`src/rtl/rv32i_instr_encoder_pkg.sv`:
```
// Shared RV32I encoding definitions: opcodes, op classes, funct3 constants, command payloads.
// Imported by the instruction encoder and by the decode controller.
package rv_pkg;

    localparam int unsigned XLEN  = 32;
    localparam int unsigned REG_W = 5;
    localparam int unsigned F3_W  = 3;
    localparam int unsigned OP_W  = 4;

    localparam logic [6:0] R_OP      = 7'h33;
    localparam logic [6:0] I_OP      = 7'h13;
    localparam logic [6:0] I_LOAD_OP = 7'h03;
    localparam logic [6:0] STORE_OP  = 7'h23;
    localparam logic [6:0] BRANCH_OP = 7'h63;
    localparam logic [6:0] JAL_OP    = 7'h6F;
    localparam logic [6:0] JALR_OP   = 7'h67;
    localparam logic [6:0] LUI_OP    = 7'h37;
    localparam logic [6:0] AUIPC_OP  = 7'h17;

    typedef enum logic [OP_W-1:0] {
        OPC_R      = 4'd0,
        OPC_I      = 4'd1,
        OPC_LOAD   = 4'd2,
        OPC_STORE  = 4'd3,
        OPC_BRANCH = 4'd4,
        OPC_JAL    = 4'd5,
        OPC_JALR   = 4'd6,
        OPC_LUI    = 4'd7,
        OPC_AUIPC  = 4'd8
    } op_class_e;

    localparam logic [2:0] F3_BEQ  = 3'b000;
    localparam logic [2:0] F3_BNE  = 3'b001;
    localparam logic [2:0] F3_BLT  = 3'b100;
    localparam logic [2:0] F3_BGE  = 3'b101;
    localparam logic [2:0] F3_BLTU = 3'b110;
    localparam logic [2:0] F3_BGEU = 3'b111;

    localparam logic [2:0] F3_ADD  = 3'b000;
    localparam logic [2:0] F3_SLL  = 3'b001;
    localparam logic [2:0] F3_SRX  = 3'b101;

    typedef struct packed {
        logic [OP_W-1:0]  op;
        logic [F3_W-1:0]  funct3;
        logic             alt;
        logic [REG_W-1:0] rd;
        logic [REG_W-1:0] rs1;
        logic [REG_W-1:0] rs2;
        logic [XLEN-1:0]  imm;
    } cmd_t;

    typedef struct packed {
        logic            illegal;
        logic [XLEN-1:0] word;
    } enc_t;

    // True when v is representable as a signed value of the given bit count.
    function automatic logic fits_signed(input logic [XLEN-1:0] v, input int unsigned bits);
        logic [XLEN-1:0] mask;
        logic [XLEN-1:0] upper;
        mask  = 32'hFFFF_FFFF << (bits - 1);
        upper = v & mask;
        return (upper == '0) || (upper == mask);
    endfunction

    function automatic logic is_branch_f3(input logic [F3_W-1:0] f3);
        return (f3 == F3_BEQ) || (f3 == F3_BNE) || (f3 == F3_BLT) ||
               (f3 == F3_BGE) || (f3 == F3_BLTU) || (f3 == F3_BGEU);
    endfunction

endpackage

```
`src/rtl/rv32i_instr_encoder_fifo.sv`:
```
// Synchronous FIFO with registered storage and occupancy count.
// The head entry is presented directly; push when full and pop when empty are ignored.
module sync_fifo #(
    parameter int unsigned DEPTH = 4,
    parameter int unsigned W     = 32
) (
    input  logic                       clk,
    input  logic                       rst,
    input  logic                       push,
    input  logic                       pop,
    input  logic [W-1:0]               wdata,
    output logic [W-1:0]               rdata,
    output logic                       full,
    output logic                       empty,
    output logic [$clog2(DEPTH):0]     count
);

    localparam int unsigned PW = (DEPTH > 1) ? $clog2(DEPTH) : 1;
    localparam int unsigned CW = $clog2(DEPTH) + 1;

    logic [W-1:0]  mem [DEPTH];
    logic [PW-1:0] wr_ptr;
    logic [PW-1:0] rd_ptr;
    logic [CW-1:0] cnt;
    logic          do_push;
    logic          do_pop;

    assign full    = (cnt == CW'(DEPTH));
    assign empty   = (cnt == '0);
    assign count   = cnt;
    assign rdata   = mem[rd_ptr];
    assign do_push = push && !full;
    assign do_pop  = pop && !empty;

    always_ff @(posedge clk or posedge rst) begin
        if (rst) begin
            for (int i = 0; i < int'(DEPTH); i++) begin
                mem[i] <= '0;
            end
            wr_ptr <= '0;
            rd_ptr <= '0;
            cnt    <= '0;
        end else begin
            if (do_push) begin
                mem[wr_ptr] <= wdata;
                wr_ptr      <= wr_ptr + PW'(1);
            end
            if (do_pop) begin
                rd_ptr <= rd_ptr + PW'(1);
            end
            case ({do_push, do_pop})
                2'b10:   cnt <= cnt + CW'(1);
                2'b01:   cnt <= cnt - CW'(1);
                default: cnt <= cnt;
            endcase
        end
    end

endmodule

```
`src/rtl/rv32i_instr_encoder.sv`:
```
// RV32I instruction encoder: turns field-level commands into machine words, rejects illegal
// commands, and streams the legal words out of a FIFO with sequential word addresses.
module rv32i_instr_encoder
    import rv_pkg::*;
#(
    parameter int unsigned    DEPTH     = 4,
    parameter int unsigned    AW        = 32,
    parameter logic [AW-1:0]  BASE_ADDR = '0
) (
    input  logic              clk,
    input  logic              rst,
    input  logic              cmd_valid,
    output logic              cmd_ready,
    input  logic [3:0]        cmd_op,
    input  logic [2:0]        cmd_funct3,
    input  logic              cmd_alt,
    input  logic [4:0]        cmd_rd,
    input  logic [4:0]        cmd_rs1,
    input  logic [4:0]        cmd_rs2,
    input  logic [31:0]       cmd_imm,
    output logic              instr_valid,
    input  logic              instr_ready,
    output logic [31:0]       instr_word,
    output logic [AW-1:0]     instr_addr,
    output logic              err,
    output logic [7:0]        err_count
);

    localparam int unsigned CW = $clog2(DEPTH) + 1;

    // Field packing and legality for one command; word is don't-care when illegal.
    function automatic enc_t encode(input cmd_t c);
        enc_t       r;
        logic       alt_ok;
        logic       is_shift;
        logic [6:0] funct7;
        r.illegal = 1'b0;
        r.word    = '0;
        alt_ok    = 1'b0;
        funct7    = {1'b0, c.alt, 5'b0};
        is_shift  = (c.funct3 == F3_SLL) || (c.funct3 == F3_SRX);
        case (c.op)
            OPC_R: begin
                r.word = {funct7, c.rs2, c.rs1, c.funct3, c.rd, R_OP};
                alt_ok = (c.funct3 == F3_ADD) || (c.funct3 == F3_SRX);
            end
            OPC_I: begin
                if (is_shift) begin
                    r.word = {funct7, c.imm[4:0], c.rs1, c.funct3, c.rd, I_OP};
                    if (|c.imm[31:5]) r.illegal = 1'b1;
                end else begin
                    r.word = {c.imm[11:0], c.rs1, c.funct3, c.rd, I_OP};
                    if (!fits_signed(c.imm, 12)) r.illegal = 1'b1;
                end
                alt_ok = (c.funct3 == F3_SRX);
            end
            OPC_LOAD: begin
                r.word = {c.imm[11:0], c.rs1, c.funct3, c.rd, I_LOAD_OP};
                if (!fits_signed(c.imm, 12) || c.funct3 == 3'b011 ||
                    c.funct3 == 3'b110 || c.funct3 == 3'b111) r.illegal = 1'b1;
            end
            OPC_STORE: begin
                r.word = {c.imm[11:5], c.rs2, c.rs1, c.funct3, c.imm[4:0], STORE_OP};
                if (!fits_signed(c.imm, 12) || c.funct3 >= 3'b011) r.illegal = 1'b1;
            end
            OPC_BRANCH: begin
                r.word = {c.imm[12], c.imm[10:5], c.rs2, c.rs1, c.funct3,
                          c.imm[4:1], c.imm[11], BRANCH_OP};
                if (!fits_signed(c.imm, 13) || c.imm[0] || !is_branch_f3(c.funct3))
                    r.illegal = 1'b1;
            end
            OPC_JAL: begin
                r.word = {c.imm[20], c.imm[10:1], c.imm[11], c.imm[19:12], c.rd, JAL_OP};
                if (!fits_signed(c.imm, 21) || c.imm[0]) r.illegal = 1'b1;
            end
            OPC_JALR: begin
                r.word = {c.imm[11:0], c.rs1, c.funct3, c.rd, JALR_OP};
                if (!fits_signed(c.imm, 12) || c.funct3 != 3'b000) r.illegal = 1'b1;
            end
            OPC_LUI: begin
                r.word = {c.imm[31:12], c.rd, LUI_OP};
                if (|c.imm[11:0]) r.illegal = 1'b1;
            end
            OPC_AUIPC: begin
                r.word = {c.imm[31:12], c.rd, AUIPC_OP};
                if (|c.imm[11:0]) r.illegal = 1'b1;
            end
            default: r.illegal = 1'b1;
        endcase
        if (c.alt && !alt_ok) r.illegal = 1'b1;
        return r;
    endfunction

    cmd_t          cmd;
    enc_t          enc;
    logic          accept;
    logic          pop;
    logic          push;
    logic          fifo_full;
    logic          fifo_empty;
    logic [CW-1:0] fifo_count;

    always_comb begin
        cmd        = '0;
        cmd.op     = cmd_op;
        cmd.funct3 = cmd_funct3;
        cmd.alt    = cmd_alt;
        cmd.rd     = cmd_rd;
        cmd.rs1    = cmd_rs1;
        cmd.rs2    = cmd_rs2;
        cmd.imm    = cmd_imm;
        enc        = encode(cmd);
    end

    // Readiness follows committed occupancy only, so a same-cycle pop never frees a slot.
    assign cmd_ready   = (fifo_count != CW'(DEPTH));
    assign accept      = cmd_valid && cmd_ready;
    assign push        = accept && !enc.illegal && !fifo_full;
    assign instr_valid = !fifo_empty;
    assign pop         = instr_valid && instr_ready;

    sync_fifo #(
        .DEPTH (DEPTH),
        .W     (32)
    ) u_fifo (
        .clk   (clk),
        .rst   (rst),
        .push  (push),
        .pop   (pop),
        .wdata (enc.word),
        .rdata (instr_word),
        .full  (fifo_full),
        .empty (fifo_empty),
        .count (fifo_count)
    );

    // Head address tracks pops; rejected commands never reach the FIFO so consume no address.
    always_ff @(posedge clk or posedge rst) begin
        if (rst) begin
            instr_addr <= BASE_ADDR;
        end else if (pop) begin
            instr_addr <= instr_addr + AW'(4);
        end
    end

    always_ff @(posedge clk or posedge rst) begin
        if (rst) begin
            err       <= 1'b0;
            err_count <= '0;
        end else begin
            err <= accept && enc.illegal;
            if (accept && enc.illegal && err_count != 8'hFF) begin
                err_count <= err_count + 8'd1;
            end
        end
    end

endmodule

```
`config.mk`:
```
export PLATFORM = sky130hd
export DESIGN_NAME = rv32i_instr_encoder
export DESIGN_NICKNAME = d
export VERILOG_FILES = /design/src/rtl/rv32i_instr_encoder_pkg.sv /design/src/rtl/rv32i_instr_encoder_fifo.sv /design/src/rtl/rv32i_instr_encoder.sv
export SDC_FILE = /design/constraint.sdc
export NUM_CORES = 1
export LEC_CHECK = 0
export ABC_AREA = 1
export CAP_MARGIN = 20
export CORE_AREA = 2 2 167 169
export CTS_CLUSTER_DIAMETER = 40
export DETAILED_ROUTE_END_ITERATION = 8
export DIE_AREA = 0 0 169 171
export GPL_TIMING_DRIVEN = 0
export SLEW_MARGIN = 0
export SYNTH_ARGS = -nofsm -noshare
export SYNTH_HDL_FRONTEND = slang
export SYNTH_SLANG_ARGS = --single-unit
```
`constraint.sdc`:
```
create_clock -name clk -period 8.4 [get_ports clk]
set_input_delay 1.68 -clock clk [delete_from_list [all_inputs] [get_ports clk]]
set_output_delay 1.68 -clock clk [all_outputs]
set_load 0.03 [all_outputs]
```
==> results.md, run 1 <==
- IO Port Bufs: 130
- EDFF count, synth: 0
- Max Cap Violations: 0
- Pre-CTS setup slack: 3.709 ns
- Clk buf depth: 2
- Die W: 169 um
- Core Util, Final: 43.07%
- Row Count: 61
- CP Max Fanout: 10
- Setup Buffers After CTS: 0
- Max-slew violation count: 0
- Final Setup Violations: 0
- Final Critical Period: 4.803 ns
- Fin worst setup slack: 3.597 ns
- Post-synthesis sequential area ratio: 45.49%
- Part of the power in combinational logic: 45.2%
- H-tree depth: 4
- Netlist cell types: 38
- CTS Hold Bufs: 0
- Cells after Synth: 1202
- Clock Latency Late Sink: 0.44 ns
- Int Pwr: 2.047 mW
- PD cells: 311.1 mW/mm^2
- Req. time, crit path: 6.72 ns
- CTS root buffer: clkbuf_16
- Initial DRT Pass Iterations: 5
- Clock power share: 23.6%
- Die Ht: 171 um
- Post-DP HPWL: 22470 um
- Vias: 9052
- Critical path class: flip-flop to primary output
- Top_reg_cell synth: dfrtp_1
- Peak VDD IR: 178.5 uV
- Core box area: 0.02732 mm^2
- # DRC: 0
- Largest net degree at the start of global routing: 91
- Vias per cell: 5.287
- Ys async rst share: 100.0%
- Final period utilization: 57.18%
- Initial Utilization: 34.22%
- Remaining global-route overflow: 0
- Seq pwr share: 31.2%
- Mapped cell area: 0.009351 mm^2
- Cts repair resizes: 0
- Initial antenna violation count: 0
- RSZ-0062 raised after global routing: no
- Overall routing resource usage: 21.89%
- Tightest Pin Transition: 1.009 ns
- Final hold vios: 0
- Total Power: 3.661 mW
- IO Count: 134
- DP Cell Count: 1680
- Worst min-delay path class: flip-flop to flip-flop
- Flops & latches, synth: 170
- YS warnings: 0
- Clock Skews: 0.01270 ns
- Vias in the first global route: 8737
- Ant diodes: 0
- Final WL: 31140 um
- GP Congestion: 0.9233
- Placed cell area: 0.01112 mm^2
- Post-route ant nets: 0
- Share of cells above drive strength 1: 7.321%
- DIE AREA: 0.02890 mm^2
- Area Overhead vs Synth: 25.84%
- CP endpoint kind: primary output
- Drt initial violations: 848
- Fmax achieved: 208.2 MHz
- Nets: 1420
- TritonCTS buffer count: 17
- Status: completed
- TNS Setup: 0 ns
- Switching share of power: 44.08%
- CTS Sinks: 170
- WL per Instance: 18.19 um
- Reg clk slew, reported paths: 0.07 ns
- Worst setup SP type: flip-flop
- Leak: 5.710 nW
- Synth Area per Inst: 7.780 um^2
- Switching pwr: 1.614 mW
- Slew margin rel.: 32.02%
- Final worst hold slack: 0.4563 ns
- Global-route wire length before repair: 48620 um
- Final Cell Area: 0.01177 mm^2
- CP Data Arrival Time: 3.12 ns
- CTS tree: yes
- Post-Layout Cell Count: 1712
[final timing paths]
kind | start | slack, ns | depth (start not counted) | end
hold / removal | u_fifo.mem[65]$_DFFE_PP0P_ | 0.46 | 2 | u_fifo.mem[65]$_DFFE_PP0P_
min in group asynchronous | rst | 1.73 | 2 | instr_addr[10]$_DFFE_PP0P_
setup / recovery | u_fifo.rd_ptr[0]$_DFFE_PP0P_ | 3.60 | 7 | instr_word[1]
max in group asynchronous | rst | 5.82 | 3 | u_fifo.mem[5]$_DFFE_PP0P_
hold reg to reg | u_fifo.mem[65]$_DFFE_PP0P_ | 0.46 | 2 | u_fifo.mem[65]$_DFFE_PP0P_
setup reg to reg | u_fifo.count[0]$_DFFE_PP0P_ | 5.87 | 10 | u_fifo.count[1]$_DFFE_PP0P_
[registers in the layout, summed over array words and instances, names as in the netlist]
register	count
u_fifo.mem	124
instr_addr	30
err_count	8
u_fifo.count	3
u_fifo.rd_ptr	2
u_fifo.wr_ptr	2
err	1
[cells by family after synthesis]
kind of cell / share of synthesized area (%)
AOI/OAI and AO/OA: 8.536
DFF: 45.49
and+or+nand+nor: 33.70
adders and majority gates: 1.151
xor gates and xnor gates: 3.278
other: 0.04010
buffers and inverters: 7.800
[power by group through the flow]
stage	clock network (mW)	logic, mW	registers (mW)
CTS	0.876	1.66	1.14
finish	0.865	1.65	1.14
global placement	0	1.63	1.15
floorplan	0	0.962	1.17
global route	0.919	1.79	1.17
detailed placement	0	1.65	1.15
[cell usage after synthesis (16+ instances only)]
library cell,n,area (um^2)
nand2_1,362,1359
dfrtp_1,170,4254
nand4_1,138,863.3
nor2_1,124,465.5
o21ai_0,82,410.4
inv_1,65,244.0
clkbuf_1,43,161.4
o22ai_1,36,225.2
nand3_1,31,155.2
xor2_1,21,183.9
buf_4,16,120.1
[layer usage]
| metal | up-vias | GRT usage, % | part of all wire [%] |
|---|---|---|---|
| li1 | 4322 | - | - |
| met1 | 4301 | 29.86 | 44 |
| met2 | 376 | 35.44 | 47 |
| met3 | 53 | 3.701 | 6.5 |
| met4 | 0 | 7.321 | 2.5 |
| met5 | - | 0 | 0 |
[final cells by class]
| type | count | area (um^2) |
|---|---|---|
| buffer | 77 | 455.4 |
| clock buffer | 17 | 425.4 |
| clock inverter | 15 | 217.7 |
| fill | 2795 | 15560 |
| inverter | 73 | 281.5 |
| multi-input combinational | 883 | 4372 |
| sequential | 170 | 4254 |
| tap | 346 | 432.9 |
| timing repair buffer | 131 | 1329 |
[placed cells by master, fill, tap and decap left out, types with 3 or more instances in the layout]
cell type        instances
a21oi_1                 11
buf_1                    3
buf_4                   16
buf_6                   14
bufinv_16                3
clkbuf_1                43
clkbuf_16               17
clkdlybuf4s50_1        130
dfrtp_1                170
ha_1                     7
inv_1                   64
inv_2                    7
inv_6                    3
inv_8                    7
nand2_1                362
nand2_2                 13
nand3_1                 31
nand3_4                  4
nand4_1                138
nor2_1                 124
nor2_2                   4
nor2_4                   3
nor3_1                   8
o211ai_1                 5
o21ai_0                 82
o21ai_1                  6
o22ai_1                 36
xnor2_1                 14
xor2_1                  21
[critical path, cell delays in order, from the launching register on]
cell and delay, ns:
dfrtp_1 0.36, clkbuf_1 0.22, clkinv_1 0.26, clkbuf_1 0.51, a21oi_1 0.13, a21oi_1 0.37
buf_4 0.18, clkdlybuf4s50_1 0.65
No activity file was read; power rests on OpenSTA's default activity.
==> run 2, diff against run 1 <==
Clock period 8.4 ns to 4 ns, I/O delays scaled along.
==> run 2 against run 1 <==
Via count down 0.59%. First-iteration DRC count shrank 8.8%. Sequential power is 110% higher. Worst setup slack lost 3.3 ns. Power up 110%. Critical path type unchanged.
==> results.md, run 2 (synthesis gave the netlist of run 1 again) <==
- Final Setup Violations: 0 (unchanged)
- Fin worst setup slack: 0.2754 ns (-3.321 ns)
- TNS Setup: 0 ns (unchanged)
- Core box area: 0.02732 mm^2 (unchanged)
- Share of cells above drive strength 1: 7.670% (+0.35 points)
- Final WL: 31220 um (+0.25%)
- Worst min-delay path class: flip-flop to flip-flop
- Req. time, crit path: 3.20 ns (-3.52 ns)
- Initial antenna violation count: 0 (unchanged)
- Flop2flop setup slack: 1.39 ns (-4.48 ns)
- CTS tree: yes
- Setup Buffers After CTS: 0 (unchanged)
- DP Cell Count: 1684 (+0.24%)
- CTS root buffer: clkbuf_16
- CP most frequent cell: a21oi_1
- Largest registers: u_fifo.mem x124, instr_addr x30, err_count x8
- Leak: 5.712 nW (about the same)
- Slowest stage cell, crit path: clkdlybuf4s50_1
- RSZ-0062 raised after global routing: no
- Max reg flops: 124 (unchanged)
- Nets: 1423 (+0.21%)
- Drt initial violations: 773 (-8.8%)
- CTS Sinks: 170 (unchanged)
- Hold depth: 2 (unchanged)
- Critical path class: flip-flop to primary output
- Initial Utilization: 34.22% (unchanged)
- Vias per cell: 5.247 (-0.76%)
- Total Power: 7.572 mW (+110%)
- WL per Instance: 18.20 um (about the same)
- Remaining global-route overflow: 0 (unchanged)
- CTS Hold Bufs: 0 (unchanged)
- Area Overhead vs Synth: 26.06%
- Initial DRT Pass Iterations: 5 (unchanged)
- Slew margin rel.: 35.98% (+4.0 points)
- Die W: 169 um (unchanged)
- Status: completed
- Most frequent cells in the layout: 362 x nand2_1, 170 x dfrtp_1, 138 x nand4_1
- GP Congestion: 0.9351 (+1.3%)
- Clock Latency Late Sink: 0.44 ns (about the same)
- Final period utilization: 93.11%
- CP endpoint kind: primary output
- Global-route wire length before repair: 48750 um (+0.27%)
- Filler cells: 2813 (+0.64%)
- Worst setup SP type: flip-flop
- Final hold vios: 0 (unchanged)
- Overall routing resource usage: 21.98% (+0.090 points)
- Worst Hold End: u_fifo.mem[81]$_DFFE_PP0P_
- Max-slew violation count: 0 (unchanged)
- Post-DP HPWL: 22820 um (+1.6%)
- Clock Skews: 0.01010 ns (-0.002596 ns)
- CP max stage delay: 0.65 ns (about the same)
- Clk buf depth: 2 (unchanged)
- Reg clk slew, reported paths: 0.07 ns (about the same)
- IO Port Bufs: 130 (unchanged)
- Crit path cell chain: clkbuf_1 -> a21oi_1 -> a21oi_1 -> buf_4 -> clkdlybuf4s50_1
- Die Ht: 171 um (unchanged)
- TritonCTS buffer count: 17 (unchanged)
- PD cells: 642.3 mW/mm^2 (+110%)
- Tightest Pin Transition: 0.9503 ns (-0.05879 ns)
- Most common cell after layout, fill and taps aside: nand2_1
- Top reg by flops: u_fifo.mem
- CP Data Arrival Time: 2.92 ns (-0.20 ns)
- IO Count: 134 (unchanged)
- FF-to-FF Start: u_fifo.count[0]$_DFFE_PP0P_
- Max Cap Violations: 0 (unchanged)
- DIE AREA: 0.02890 mm^2 (unchanged)
- # DRC: 0 (unchanged)
- Final Critical Period: 3.725 ns
- Ant diodes: 0 (unchanged)
- Core Util, Final: 43.15% (+0.078 points)
- Storage element area: 0.004254 mm^2 (unchanged)
- H-tree depth: 4 (unchanged)
- Largest net degree at the start of global routing: 42 (-54%)
- Vias: 8999 (-0.59%)
- Pre-CTS setup slack: 0.2215 ns (-3.487 ns)
- Vias in the first global route: 8798 (+0.70%)
- Source of the worst hold timing path: u_fifo.mem[81]$_DFFE_PP0P_
- R2R Path End: u_fifo.count[1]$_DFFE_PP0P_
- Post-route ant nets: 0 (unchanged)
- Row Count: 61 (unchanged)
- Multi-input gate area: 0.004372 mm^2 (unchanged)
- Fmax achieved: 268.5 MHz
- R2R depth: 10 (unchanged)
- CP Max Fanout: 10 (unchanged)
- Post-Layout Cell Count: 1715 (+0.18%)
- Peak VDD IR: 371.6 uV (+110%)
==> run 2: changes by cell type in the layout (fill, tap and decap cells not counted), moves of 2 or more <==
cell,delta
bufinv_16,-2
buf_12,+5
clkinvlp_4,+3
inv_8,-3
==> run 2: power by group <==
part / total [mW] / internal (mW) / switching [mW]
Sequential: 2.42 / 2.13 / 0.286
Combinational: 3.47 / 1.15 / 2.32
Clock: 1.69 / 0.907 / 0.778
Total: 7.57 / 4.19 / 3.38
==> run 2: final cells by class <==
class / count / area share [%]
buffer: 76 / 3.842
clock inverter: 13 / 1.284
sequential: 170 / 36.09
tap: 346 / 3.672
multi-input combinational: 883 / 37.08
clock buffer: 19 / 3.757
inverter: 73 / 2.388
timing repair buffer: 135 / 11.89
==> run 2: worst max path at each step <==
stage	start	slack [ns]	endpoint
final	u_fifo.rd_ptr[0]$_DFFE_PP0P_	0.28	instr_word[1]
after global routing	u_fifo.rd_ptr[0]$_DFFE_PP0P_	0.14	instr_word[1]
after CTS	u_fifo.rd_ptr[0]$_DFFE_PP0P_	0.03	instr_word[1]
after detailed placement	cmd_imm[26]	0.22	u_fifo.count[1]$_DFFE_PP0P_
after global placement	rst	-0.55	u_fifo.mem[70]$_DFFE_PP0P_
after floorplan	rst	1.03	err$_DFF_PP0_
==> run 2: per-stage QoR <==
stage,cell area [um^2],hold WS (ns)
3_5_place_dp,11190,0.4350
4_1_cts,11790,0.4512
2_1_floorplan,9359,0.4182
6_report,11790,0.4675
5_1_grt,11790,0.4891
3_3_place_gp,11090,0.4291
==> run 2: per-layer routing <==
metal / global-route usage (%) / up-vias / wire (um)
li1: - / 4326 / -
met1: 28.68 / 4291 / 13620
met2: 36.32 / 341 / 14900
met3: 4.349 / 41 / 1956
met4: 8.101 / 0 / 743
met5: 0 / - / 0
==> run 2: critical path, delay by kind of cell, from the launching register on <==
| family | cells | cell delay, ns |
|---|---|---|
| buffers and inverters | 3 | 1.28 |
| AOI/OAI and AO/OA | 2 | 0.60 |
| DFF | 1 | 0.61 |
==> run 2: what timing repair did <==
| item | CTS | global route |
|---|---|---|
| hold endpoints to repair | 0 | 0 |
| cloned | 0 | 0 |
| gates resized for setup | 1 | 1 |
| endpoints found under the setup margin | 1 | 2 |
| pin swaps | 0 | 0 |
==> run 3, diff against run 2 <==
Settings changed: SKIP_LAST_GASP set to 1.
==> results of run 3 <==
Same layout as run 2: the final DEF is identical, and so are final timing and power.
